--- src/rtl/keypad_encoder.sv ---
// keypad_encoder: scans a 4x4 matrix keypad, debounces one key press
// and emits its code {row_idx, col_idx} with a one-cycle rd_enable.
// Ports: clock, reset (sync, active-high); col[3:0] in (async);
//        row[3:0] one-hot drive, code[3:0], rd_enable, key_held out.
module keypad_encoder #(
    parameter int SCAN_DWELL      = 4,
    parameter int DEBOUNCE_CYCLES = 4
) (
    input  logic       clock,
    input  logic       reset,
    input  logic [3:0] col,
    output logic [3:0] row,
    output logic [3:0] code,
    output logic       rd_enable,
    output logic       key_held
);

    localparam int CNT_MAX = (SCAN_DWELL > DEBOUNCE_CYCLES) ?
                             SCAN_DWELL : DEBOUNCE_CYCLES;
    localparam int CW = $clog2(CNT_MAX + 1);
    localparam logic [CW-1:0] DWELL_LAST = CW'(SCAN_DWELL - 1);
    localparam logic [CW-1:0] DEB_LAST   = CW'(DEBOUNCE_CYCLES - 1);
    localparam logic [CW-1:0] CNT_ONE    = CW'(1);

    typedef enum logic [2:0] {
        S_SCAN,
        S_DEBOUNCE,
        S_EMIT,
        S_HOLD,
        S_RELEASE
    } state_t;

    state_t        state_q, state_d;
    logic [CW-1:0] cnt_q, cnt_d;
    logic [3:0]    sync1_q, sync1_d;
    logic [3:0]    sync2_q, sync2_d;
    logic [1:0]    row_idx_q, row_idx_d;
    logic [1:0]    col_idx_q, col_idx_d;
    logic [3:0]    code_q, code_d;

    logic [3:0]    col_s;
    logic [1:0]    low_col;
    logic          cap_bit;

    assign col_s   = sync2_q;
    assign cap_bit = col_s[col_idx_q];

    // Lowest asserted column wins when several keys share the row.
    always_comb begin
        low_col = 2'd3;
        priority case (1'b1)
            col_s[0]: low_col = 2'd0;
            col_s[1]: low_col = 2'd1;
            col_s[2]: low_col = 2'd2;
            default:  low_col = 2'd3;
        endcase
    end

    always_ff @(posedge clock) begin
        if (reset) begin
            state_q   <= S_SCAN;
            cnt_q     <= '0;
            sync1_q   <= '0;
            sync2_q   <= '0;
            row_idx_q <= '0;
            col_idx_q <= '0;
            code_q    <= '0;
        end else begin
            state_q   <= state_d;
            cnt_q     <= cnt_d;
            sync1_q   <= sync1_d;
            sync2_q   <= sync2_d;
            row_idx_q <= row_idx_d;
            col_idx_q <= col_idx_d;
            code_q    <= code_d;
        end
    end

    always_comb begin
        state_d   = state_q;
        cnt_d     = cnt_q;
        sync1_d   = col;
        sync2_d   = sync1_q;
        row_idx_d = row_idx_q;
        col_idx_d = col_idx_q;
        code_d    = code_q;
        unique case (state_q)
            S_SCAN: begin
                if (cnt_q == DWELL_LAST) begin
                    cnt_d = '0;
                    if (col_s != 4'b0000) begin
                        col_idx_d = low_col;
                        state_d   = S_DEBOUNCE;
                    end else begin
                        row_idx_d = row_idx_q + 2'd1;
                    end
                end else begin
                    cnt_d = cnt_q + CNT_ONE;
                end
            end
            S_DEBOUNCE: begin
                if (!cap_bit) begin
                    // Bounce: give up and move on to the next row.
                    cnt_d     = '0;
                    row_idx_d = row_idx_q + 2'd1;
                    state_d   = S_SCAN;
                end else if (cnt_q == DEB_LAST) begin
                    // Code is loaded on EMIT entry so it is valid with the strobe.
                    cnt_d   = '0;
                    code_d  = {row_idx_q, col_idx_q};
                    state_d = S_EMIT;
                end else begin
                    cnt_d = cnt_q + CNT_ONE;
                end
            end
            S_EMIT: begin
                cnt_d   = '0;
                state_d = S_HOLD;
            end
            S_HOLD: begin
                if (!cap_bit) begin
                    cnt_d   = '0;
                    state_d = S_RELEASE;
                end
            end
            S_RELEASE: begin
                if (cap_bit) begin
                    cnt_d   = '0;
                    state_d = S_HOLD;
                end else if (cnt_q == DEB_LAST) begin
                    cnt_d     = '0;
                    row_idx_d = row_idx_q + 2'd1;
                    state_d   = S_SCAN;
                end else begin
                    cnt_d = cnt_q + CNT_ONE;
                end
            end
            default: begin
                cnt_d   = '0;
                state_d = S_SCAN;
            end
        endcase
    end

    always_comb begin
        row       = 4'b0001 << row_idx_q;
        code      = code_q;
        rd_enable = (state_q == S_EMIT);
        key_held  = (state_q == S_HOLD) || (state_q == S_RELEASE);
    end

endmodule

--- config.mk ---
export PLATFORM = sky130hd
export DESIGN_NAME = keypad_encoder
export DESIGN_NICKNAME = d
export VERILOG_FILES = /design/src/rtl/keypad_encoder.sv
export SDC_FILE = /design/constraint.sdc
export NUM_CORES = 1
export LEC_CHECK = 0
export CAP_MARGIN = 5
export CORE_ASPECT_RATIO = 1.2
export CORE_MARGIN = 2
export CORE_UTILIZATION = 50
export CTS_CLUSTER_SIZE = 30
export DETAILED_ROUTE_END_ITERATION = 7
export MAX_ROUTING_LAYER = met4
export PLACE_DENSITY = 0.77
export SLEW_MARGIN = 20
export SYNTH_ARGS = -nofsm -noshare
export SYNTH_HDL_FRONTEND = slang
export SYNTH_SLANG_ARGS = --single-unit
--- constraint.sdc ---
create_clock -name clock -period 3 [get_ports clock]
set_input_delay 0.3 -clock clock [delete_from_list [all_inputs] [get_ports clock]]
set_output_delay 0.3 -clock clock [all_outputs]
set_load 0.01 [all_outputs]
==> impl_metrics.yaml, run 1 <==
run_status:
  status: "finished clean"
sta:
  skew_ns: 0.00443
  fin_crit_sh: 0.753
  fmax_mhz: 443
  hold_viol_final: 0
  rsz0062_at_grt: "no"
  setup_viol: 0
  finalSetupTns_ns: 0
  drv_slew: 0
  worstMarginPinSlew_ns: 0.817
  period_minus_slack_ns: 2.26
  relSlewSlack: 0.453
synthesis:
  seq_area_frac_synth: 0.424
  synth_top_flop_cell: "dfxtp_1"
  async_flop_share: 0
  ys_ff_latch: 22
  yosys.cell_types.count: 33
  synth-edff-count: 0
  avgSynthCellArea_um2: 9.53
  yosys_warnings: 0
  syn-instance-count: 109
  synth_nets: 121
  synth.cell_area_um2: 1040
place:
  portBuffers: 15
  dp_hpwl_um: 1240
  gp_congestion: 0.839
  place_area_um2: 1180
floorplan:
  die_w_um: 45.6
  start_util: 0.518
  die-area_um2: 2460
  core_um2: 2000
  rows: 18
  dieHeight_um: 53.9
  io_pins: 16
worst_setup_path:
  arrival_ns: 1.96
  startpoint: "state_q[2]"
  reg2regPathDepth: 5
  crit_path_top_delay_cell: "dfxtp_1"
  critPathCapture: "key_held"
  r2r_end: "code[0]"
  cpPeakStageDelay_ns: 0.55
  critPathMaxFanout: 12
  worst-path-stages: 3
  worstPathRequired_ns: 2.70
  crit_chain: "or3b_2 -> nand2_1 -> clkdlybuf4s50_1"
  worstSetupEndpointType: "primary output"
  crit_family: "simple AND/OR/NAND/NOR gates"
  path_class: "reg2out"
  crit_buf_inv: 1
  worstReg2RegStart: "cnt_q[0]"
  cp-start-kind: "flop"
  ff2ff_setup_slack_ns: 1.14
hold_path:
  hold_path.class: "reg2reg"
  min_path_cells: 1
cells_and_area:
  drive_gt1_frac: 0.0661
  nFillCells: 168
  final_common_cell: "dfxtp_1"
  diodes: 0
  syn2layout_area_growth_pct: 18.6
  nNetsFinal: 134
  most-common-layout-cells: "dfxtp_1, clkdlybuf4s50_1, nor2_1"
  final_area_um2: 1230
power:
  power_leakage_nw: 0.493
  ir_worst_vdd_uv: 325
  power_density_nw_per_um2: 473
drt:
  avgViaCountPerCell: 5.54
  drc_errors: 0
  wirelength_um: 1750
  postRouteAntennaNets: 0
  drt-wirelength-per-cell_um: 12.4
  first_pass_iters: 4
  dr.first_iter.drc_count: 17
  num_vias: 781
clock_tree:
  clk_pin_slew_worst_paths_ns: 0.12
  cts_tree: "done"
  cts.path.max_buffers: 2
  cts.sinks: 22
  clock-root-buffer: "clkbuf_4"
  clk_latency_ns: 0.31
  h-tree-depth: 1
  numCtsBuffers: 3
  post-cts-setup-buffers: 0
  hold_buffers: 0
  cts-resized-gates: 0
job:
  cap_violations: 0
global_routing:
  grt_util_all_layers: 0.165
  grt_pass1_wl_um: 2870
  antenna_found_initial: 0
  grt_max_degree: 24
  grt_pass1_vias: 685
  grt_overflow_total: 0
[metrics by stage]
stage | setup WS, ns | cells | util | hold slack (ns) | power (mW)
final | 0.742 | 141 | 0.614 | 0.449 | 0.583
after global placement | 1.12 | 137 | 0.588 | 0.417 | 0.361
after global routing | 0.664 | 141 | 0.614 | 0.465 | 0.602
after detailed placement | 1.10 | 137 | 0.588 | 0.425 | 0.363
after floorplan | 1.36 | 109 | - | 0.414 | 0.348
after CTS | 0.735 | 141 | 0.614 | 0.454 | 0.586
[worst min-delay path by stage]
stage / startpoint / endpoint / slack, ns
detailed placement: sync1_q[3] / col_s[3] / 0.42
CTS: sync1_q[3] / col_s[3] / 0.45
global placement: sync1_q[2] / col_s[2] / 0.42
floorplan: sync1_q[0] / col_s[0] / 0.41
global route: sync1_q[3] / col_s[3] / 0.47
finish: sync1_q[3] / col_s[3] / 0.45
[per-layer routing]
layer	vias to the layer above	global-route usage	wire length, um
met5	-	-	0
li1	398	-	-
met3	5	0.0201	47
met1	363	0.208	819
met4	0	0.0882	47
met2	15	0.256	832
[cells by family after synthesis]
| logic type | count (synthesis) | synth area share |
|---|---|---|
| AO/OA/AOI/OAI | 16 | 0.129 |
| AND/OR/NAND/NOR | 47 | 0.246 |
| flip-flops | 22 | 0.424 |
| buffers and inverters | 11 | 0.0482 |
| adder cells (fa/ha/maj) | 6 | 0.0723 |
| multiplexers | 7 | 0.0807 |
[state kept, by name, indices dropped and copies added (netlist names)]
register,flops
col_idx_q,2
cnt_q,3
code,4
col_s,4
row_idx_q,2
sync1_q,4
state_q,3
[worst reg2reg max path: stages, from the launching register on]
cell and delay (ns):
dfxtp_1 0.39, ha_1 0.17, nor2b_1 0.44, nand4_1 0.39, mux2i_1 0.27, nor2_1 0.06
[cells in the mapped netlist, types with 2 or more instances]
| library cell | n | area (um^2) |
|---|---|---|
| a21oi_1 | 4 | 20.0 |
| a22o_1 | 3 | 26.3 |
| inv_1 | 4 | 15.0 |
| dfxtp_1 | 22 | 440 |
| nand2b_1 | 4 | 25.0 |
| nor2_1 | 12 | 45.0 |
| nor3_1 | 2 | 10.0 |
| nand2_1 | 6 | 22.5 |
| ha_1 | 6 | 75.1 |
| clkbuf_1 | 5 | 18.8 |
| nand3b_1 | 2 | 15.0 |
| mux2i_1 | 5 | 50.1 |
| or3b_2 | 2 | 17.5 |
| nand3_1 | 3 | 15.0 |
| nor2b_1 | 11 | 68.8 |
[where the power goes]
| group | leakage (nW) | switching (mW) | internal (mW) |
|---|---|---|---|
| clock | 0.0279 | 0.0908 | 0.135 |
| combinational | 0.286 | 0.0217 | 0.0250 |
| sequential | 0.180 | 0.00737 | 0.302 |
| total | 0.493 | 0.120 | 0.463 |
[cell type report]
cell class              count  area [um^2]  share of cell area
clock buffers               3         22.5              0.0183
clock inverters             1         30.0              0.0244
inverters                   4         15.0              0.0122
multi-input cells          76          548               0.445
flip-flops and latches     22          440               0.358
well taps                  20         25.0              0.0203
repair buffers             15          150               0.122
No activity file was read; power rests on OpenSTA's default activity.
==> run 2: changes to the inputs <==
--- a/config.mk
+++ b/config.mk
@@ -8,11 +8,11 @@
 export CAP_MARGIN = 5
 export CORE_ASPECT_RATIO = 1.2
 export CORE_MARGIN = 2
-export CORE_UTILIZATION = 50
+export CORE_UTILIZATION = 46
 export CTS_CLUSTER_SIZE = 30
 export DETAILED_ROUTE_END_ITERATION = 7
 export MAX_ROUTING_LAYER = met4
-export PLACE_DENSITY = 0.77
+export PLACE_DENSITY = 0.75
 export SLEW_MARGIN = 20
 export SYNTH_ARGS = -nofsm -noshare
 export SYNTH_HDL_FRONTEND = slang
==> constraint.sdc (replaced) <==
create_clock -name clock -period 2 [get_ports clock]
set_input_delay 0.2 -clock clock [delete_from_list [all_inputs] [get_ports clock]]
set_output_delay 0.2 -clock clock [all_outputs]
set_load 0.01 [all_outputs]
==> impl_metrics.yaml, run 2 (synthesis gave the netlist of run 1 again) <==
run_status:
  status: "finished clean"
place:
  pre_cts_slack_ns: 0.306
  place_area_um2: 1220
  dp_hpwl_um: 1350
  gp_congestion: 0.846
  portBuffers: 15
  place_inst: 151
hold_path:
  hold_path.startpoint: "col[1]"
  hold_path.class: "in2reg"
  min_path_cells: 2
floorplan:
  rows: 18
  core_um2: 2090
  dieHeight_um: 56.1
  start_util: 0.496
  die-area_um2: 2660
  die_w_um: 47.4
  io_pins: 16
clock_tree:
  cts.path.max_buffers: 2
  clk_pin_slew_worst_paths_ns: 0.12
  cts.sinks: 22
  h-tree-depth: 1
  clk_latency_ns: 0.30
  hold_buffers: 0
  numCtsBuffers: 3
  cts_tree: "done"
  clock-root-buffer: "clkbuf_4"
worst_setup_path:
  worstSetupEndpointType: "primary output"
  cp-start-kind: "flop"
  startpoint: "state_q[2]"
  arrival_ns: 1.63
  critPathMaxFanout: 11
  reg2regPathDepth: 3
  worstPathRequired_ns: 1.80
  worstReg2RegStart: "col_idx_q[0]"
  path_class: "reg2out"
drt:
  avgViaCountPerCell: 5.31
  dr.first_iter.drc_count: 10
  wirelength_um: 1950
  drc_errors: 0
  first_pass_iters: 4
  drt-wirelength-per-cell_um: 12.4
  postRouteAntennaNets: 0
  num_vias: 833
sta:
  hold_viol_final: 0
  fin_crit_sh: 0.916
  skew_ns: 0.00104
  relSlewSlack: 0.716
  timing.hold.ws_ns: 0.436
  setup_viol: 0
  period_minus_slack_ns: 1.83
  drv_slew: 0
  worstMarginPinSlew_ns: 0.424
  rsz0062_at_grt: "no"
  fmax_mhz: 546
  setup_ws_ns: 0.168
  finalSetupTns_ns: 0
power:
  ir_worst_vdd_uv: 490
  p_total_mw: 0.874
  power_leakage_nw: 0.545
  power_density_nw_per_um2: 675
cells_and_area:
  final_cells: 157
  nFillCells: 192
  final_common_cell: "dfxtp_1"
  ff_latch_area_um2: 444
  most-common-layout-cells: "dfxtp_1, clkdlybuf4s50_1, nor2_1"
  syn2layout_area_growth_pct: 24.7
  final_area_um2: 1290
  diodes: 0
  finalCoreUtilization: 0.618
  drive_gt1_frac: 0.118
  nNetsFinal: 140
  multi_input_area_um2: 548
global_routing:
  grt_max_degree: 15
  grt_util_all_layers: 0.174
  antenna_found_initial: 0
  grt_overflow_total: 0
  grt_pass1_vias: 751
  grt_pass1_wl_um: 3320
job:
  cap_violations: 0
run 2: area by class of cell:
class | count | area share
sequential | 22 | 0.343
timing repair buffer | 21 | 0.153
multi-input combinational | 76 | 0.423
inverter | 4 | 0.0116
clock inverter | 1 | 0.0232
tap | 30 | 0.0290
clock buffer | 3 | 0.0174
run 2: routing by layer:
layer / GRT usage / up-vias / share of wire
li1: - / 407 / -
met5: - / - / 0
met2: 0.245 / 16 / 0.50
met4: 0.0833 / 0 / 0.020
met3: 0.0227 / 4 / 0.032
met1: 0.240 / 406 / 0.45
run 2: power by group:
part	internal [mW]	leakage [nW]	switching (mW)
sequential	0.452	0.180	0.0112
combinational	0.0407	0.336	0.0337
clock	0.203	0.0279	0.134
run 2: worst paths after layout:
check / to / slack (ns)
min reg2reg: col_s[0] / 0.45
min: sync1_q[1] / 0.44
max reg2reg: row_idx_q[0] / 0.29
max: rd_enable / 0.17
run 2: worst max-delay path: stages (launching register included):
cell	delay [ns]
dfxtp_1	0.33
buf_4	0.17
nand2b_1	0.17
nor2_1	0.11
clkdlybuf4s50_1	0.54
run 2: what timing repair did:
action | in CTS | in global routing
buffers inserted | 0 | 2
pin swaps | 0 | 0
gates resized for setup | 1 | 2
setup endpoints to repair | 1 | 1
==> run 3: changes to the inputs <==
--- a/config.mk
+++ b/config.mk
@@ -5,14 +5,15 @@
 export SDC_FILE = /design/constraint.sdc
 export NUM_CORES = 1
 export LEC_CHECK = 0
+export ABC_AREA = 1
 export CAP_MARGIN = 5
 export CORE_ASPECT_RATIO = 1.2
 export CORE_MARGIN = 2
-export CORE_UTILIZATION = 46
+export CORE_UTILIZATION = 47
 export CTS_CLUSTER_SIZE = 30
 export DETAILED_ROUTE_END_ITERATION = 7
 export MAX_ROUTING_LAYER = met4
-export PLACE_DENSITY = 0.75
+export PLACE_DENSITY = 0.76
 export SLEW_MARGIN = 20
 export SYNTH_ARGS = -nofsm -noshare
 export SYNTH_HDL_FRONTEND = slang
==> impl_metrics.yaml, run 3 <==
job:
  cap_violations: 0
sta:
  fmax_mhz: 558
  hold_viol_final: 0
  timing.hold.ws_ns: 0.384
  finalSetupTns_ns: 0
  setup_viol: 0
  relSlewSlack: 0.822
  drv_slew: 0
  fin_crit_sh: 0.895
  period_minus_slack_ns: 1.79
  worstMarginPinSlew_ns: 0.266
  rsz0062_at_grt: "no"
  skew_ns: 0.0114
drt:
  num_vias: 972
  dr_wl_met2_um: 1080
  drc_errors: 0
  drt-met1-wl_um: 838
  postRouteAntennaNets: 0
  first_pass_iters: 4
  drt-wirelength-per-cell_um: 10.3
  dr.first_iter.drc_count: 8
  avgViaCountPerCell: 4.88
  met3WireLength_um: 62
  top_layer_used: "met4"
  wirelength_um: 2050
worst_setup_path:
  ff2ff_setup_slack_ns: 0.53
  worstSetupEndpointType: "primary output"
  critPathMaxFanout: 5
  arrival_ns: 1.59
  cp-start-kind: "flop"
  path_class: "reg2out"
  worstPathRequired_ns: 1.80
synthesis:
  avgSynthCellArea_um2: 7.23
  synth_most_common_cell: "nor2_1"
  synth-edff-count: 0
  seq_area_frac_synth: 0.409
  synth_nets: 161
  synth_top_flop_cell: "dfxtp_1"
  synth_top_cell_area_share: 0.409
  ys_ff_latch: 22
  async_flop_share: 0
  synth.cell_area_um2: 1080
  synth_area_leaders: "dfxtp_1, nor2_1, nand2_1, inv_1, ha_1"
  synth_top_cells_by_count: "nor2_1, nand2_1, dfxtp_1, inv_1, a21oi_1"
  syn-instance-count: 149
  yosys_warnings: 0
  yosys.cell_types.count: 21
  synth_top_cell_by_area: "dfxtp_1"
clock_tree:
  hold_buffers: 0
  clk_latency_ns: 0.32
  cts_tree: "done"
  clk_pin_slew_worst_paths_ns: 0.13
  post-cts-setup-buffers: 0
  numCtsBuffers: 3
  cts-resized-gates: 0
  h-tree-depth: 1
  cts.path.max_buffers: 2
  cts.sinks: 22
  clock-root-buffer: "clkbuf_4"
floorplan:
  dieHeight_um: 56.4
  start_util: 0.482
  die-area_um2: 2690
  rows: 19
  core_um2: 2230
  io_pins: 16
  die_w_um: 47.7
run_status:
  status: "finished clean"
cells_and_area:
  finalCoreUtilization: 0.592
  multi_input_area_um2: 532
  final_area_um2: 1320
  drive_gt1_frac: 0.143
  most-common-layout-cells: "nor2_1, nand2_1, dfxtp_1"
  nNetsFinal: 181
  final_common_cell: "nor2_1"
  syn2layout_area_growth_pct: 22.8
  nFillCells: 227
  ff_latch_area_um2: 440
  diodes: 0
power:
  p_sw_frac: 0.370
  internal_power_mw: 1.01
  power_density_nw_per_um2: 1210
  ir_worst_vdd_uv: 717
  seqPwrFrac: 0.366
  switchingPower_mw: 0.591
  power_leakage_nw: 0.606
  combPwrFrac: 0.421
  p_total_mw: 1.60
  clkPwrFrac: 0.213
place:
  portBuffers: 15
  gp_congestion: 0.951
  dp_hpwl_um: 1690
  place_area_um2: 1270
global_routing:
  grt_util_all_layers: 0.178
  antenna_found_initial: 0
  grt_overflow_total: 0
  grt_pass1_vias: 890
  grt_pass1_wl_um: 3460
  grt_max_degree: 14
hold_path:
  hold_path.class: "in2reg"
-- run 3: changes by cell type after synthesis, moves of 4 or more --
cell / before / now
inv_1: 4 / 21
nand2_1: 6 / 23
nor2_1: 12 / 26
nor2b_1: 11 / 0
a21oi_1: 4 / 12
inv_2: 0 / 6
o21ai_1: 0 / 6
mux2i_1: 5 / 0
clkbuf_1: 5 / 1
nand2b_1: 4 / 0
nand3_2: 0 / 4
-- run 3: layout make-up --
class | count | area share
clock inverter | 1 | 0.0227
timing repair buffer | 16 | 0.119
inverter | 27 | 0.0766
sequential | 22 | 0.333
clock buffer | 3 | 0.0170
multi-input combinational | 99 | 0.402
tap | 31 | 0.0293
-- run 3: final timing paths --
| kind | startpoint | to | depth (start not counted) |
|---|---|---|---|
| max | state_q[1] | key_held | 4 |
| min | col[1] | sync1_q[1] | 3 |
| max reg2reg | cnt_q[0] | state_q[1] | 11 |
| min reg2reg | sync1_q[0] | col_s[0] | 2 |
-- run 3: critical path, stage by stage (launching register included) --
cell and delay [ns]:
dfxtp_1 0.38, nor2_2 0.18, inv_2 0.07, o22ai_1 0.11
clkdlybuf4s50_1 0.55
-- run 3: metrics by stage --
stage,worst slack (ns),cells
2_1_floorplan,0.702,149
3_3_place_gp,0.593,195
3_5_place_dp,0.553,195
4_1_cts,0.196,199
5_1_grt,0.122,199
6_report,0.209,199
-- run 3: cells by family after synthesis --
logic type,share of synthesized area
compound gates,0.110
fa+ha+maj,0.0697
buf+inv,0.0976
flops,0.409
simple gates,0.314
-- run 3: power groups by stage --
| stage | Combinational [mW] | Clock [mW] | Sequential, mW |
|---|---|---|---|
| after floorplan | 0.476 | 0 | 0.580 |
| after global placement | 0.651 | 0 | 0.591 |
| after detailed placement | 0.676 | 0 | 0.597 |
| after CTS | 0.679 | 0.348 | 0.586 |
| after global routing | 0.765 | 0.359 | 0.594 |
| final | 0.672 | 0.340 | 0.585 |
-- run 3: per-layer routing --
layer / vias up / global-route usage
met4: 0 / 0.0965
met5: - / -
met2: 18 / 0.291
met3: 7 / 0.0225
li1: 505 / -
met1: 442 / 0.197
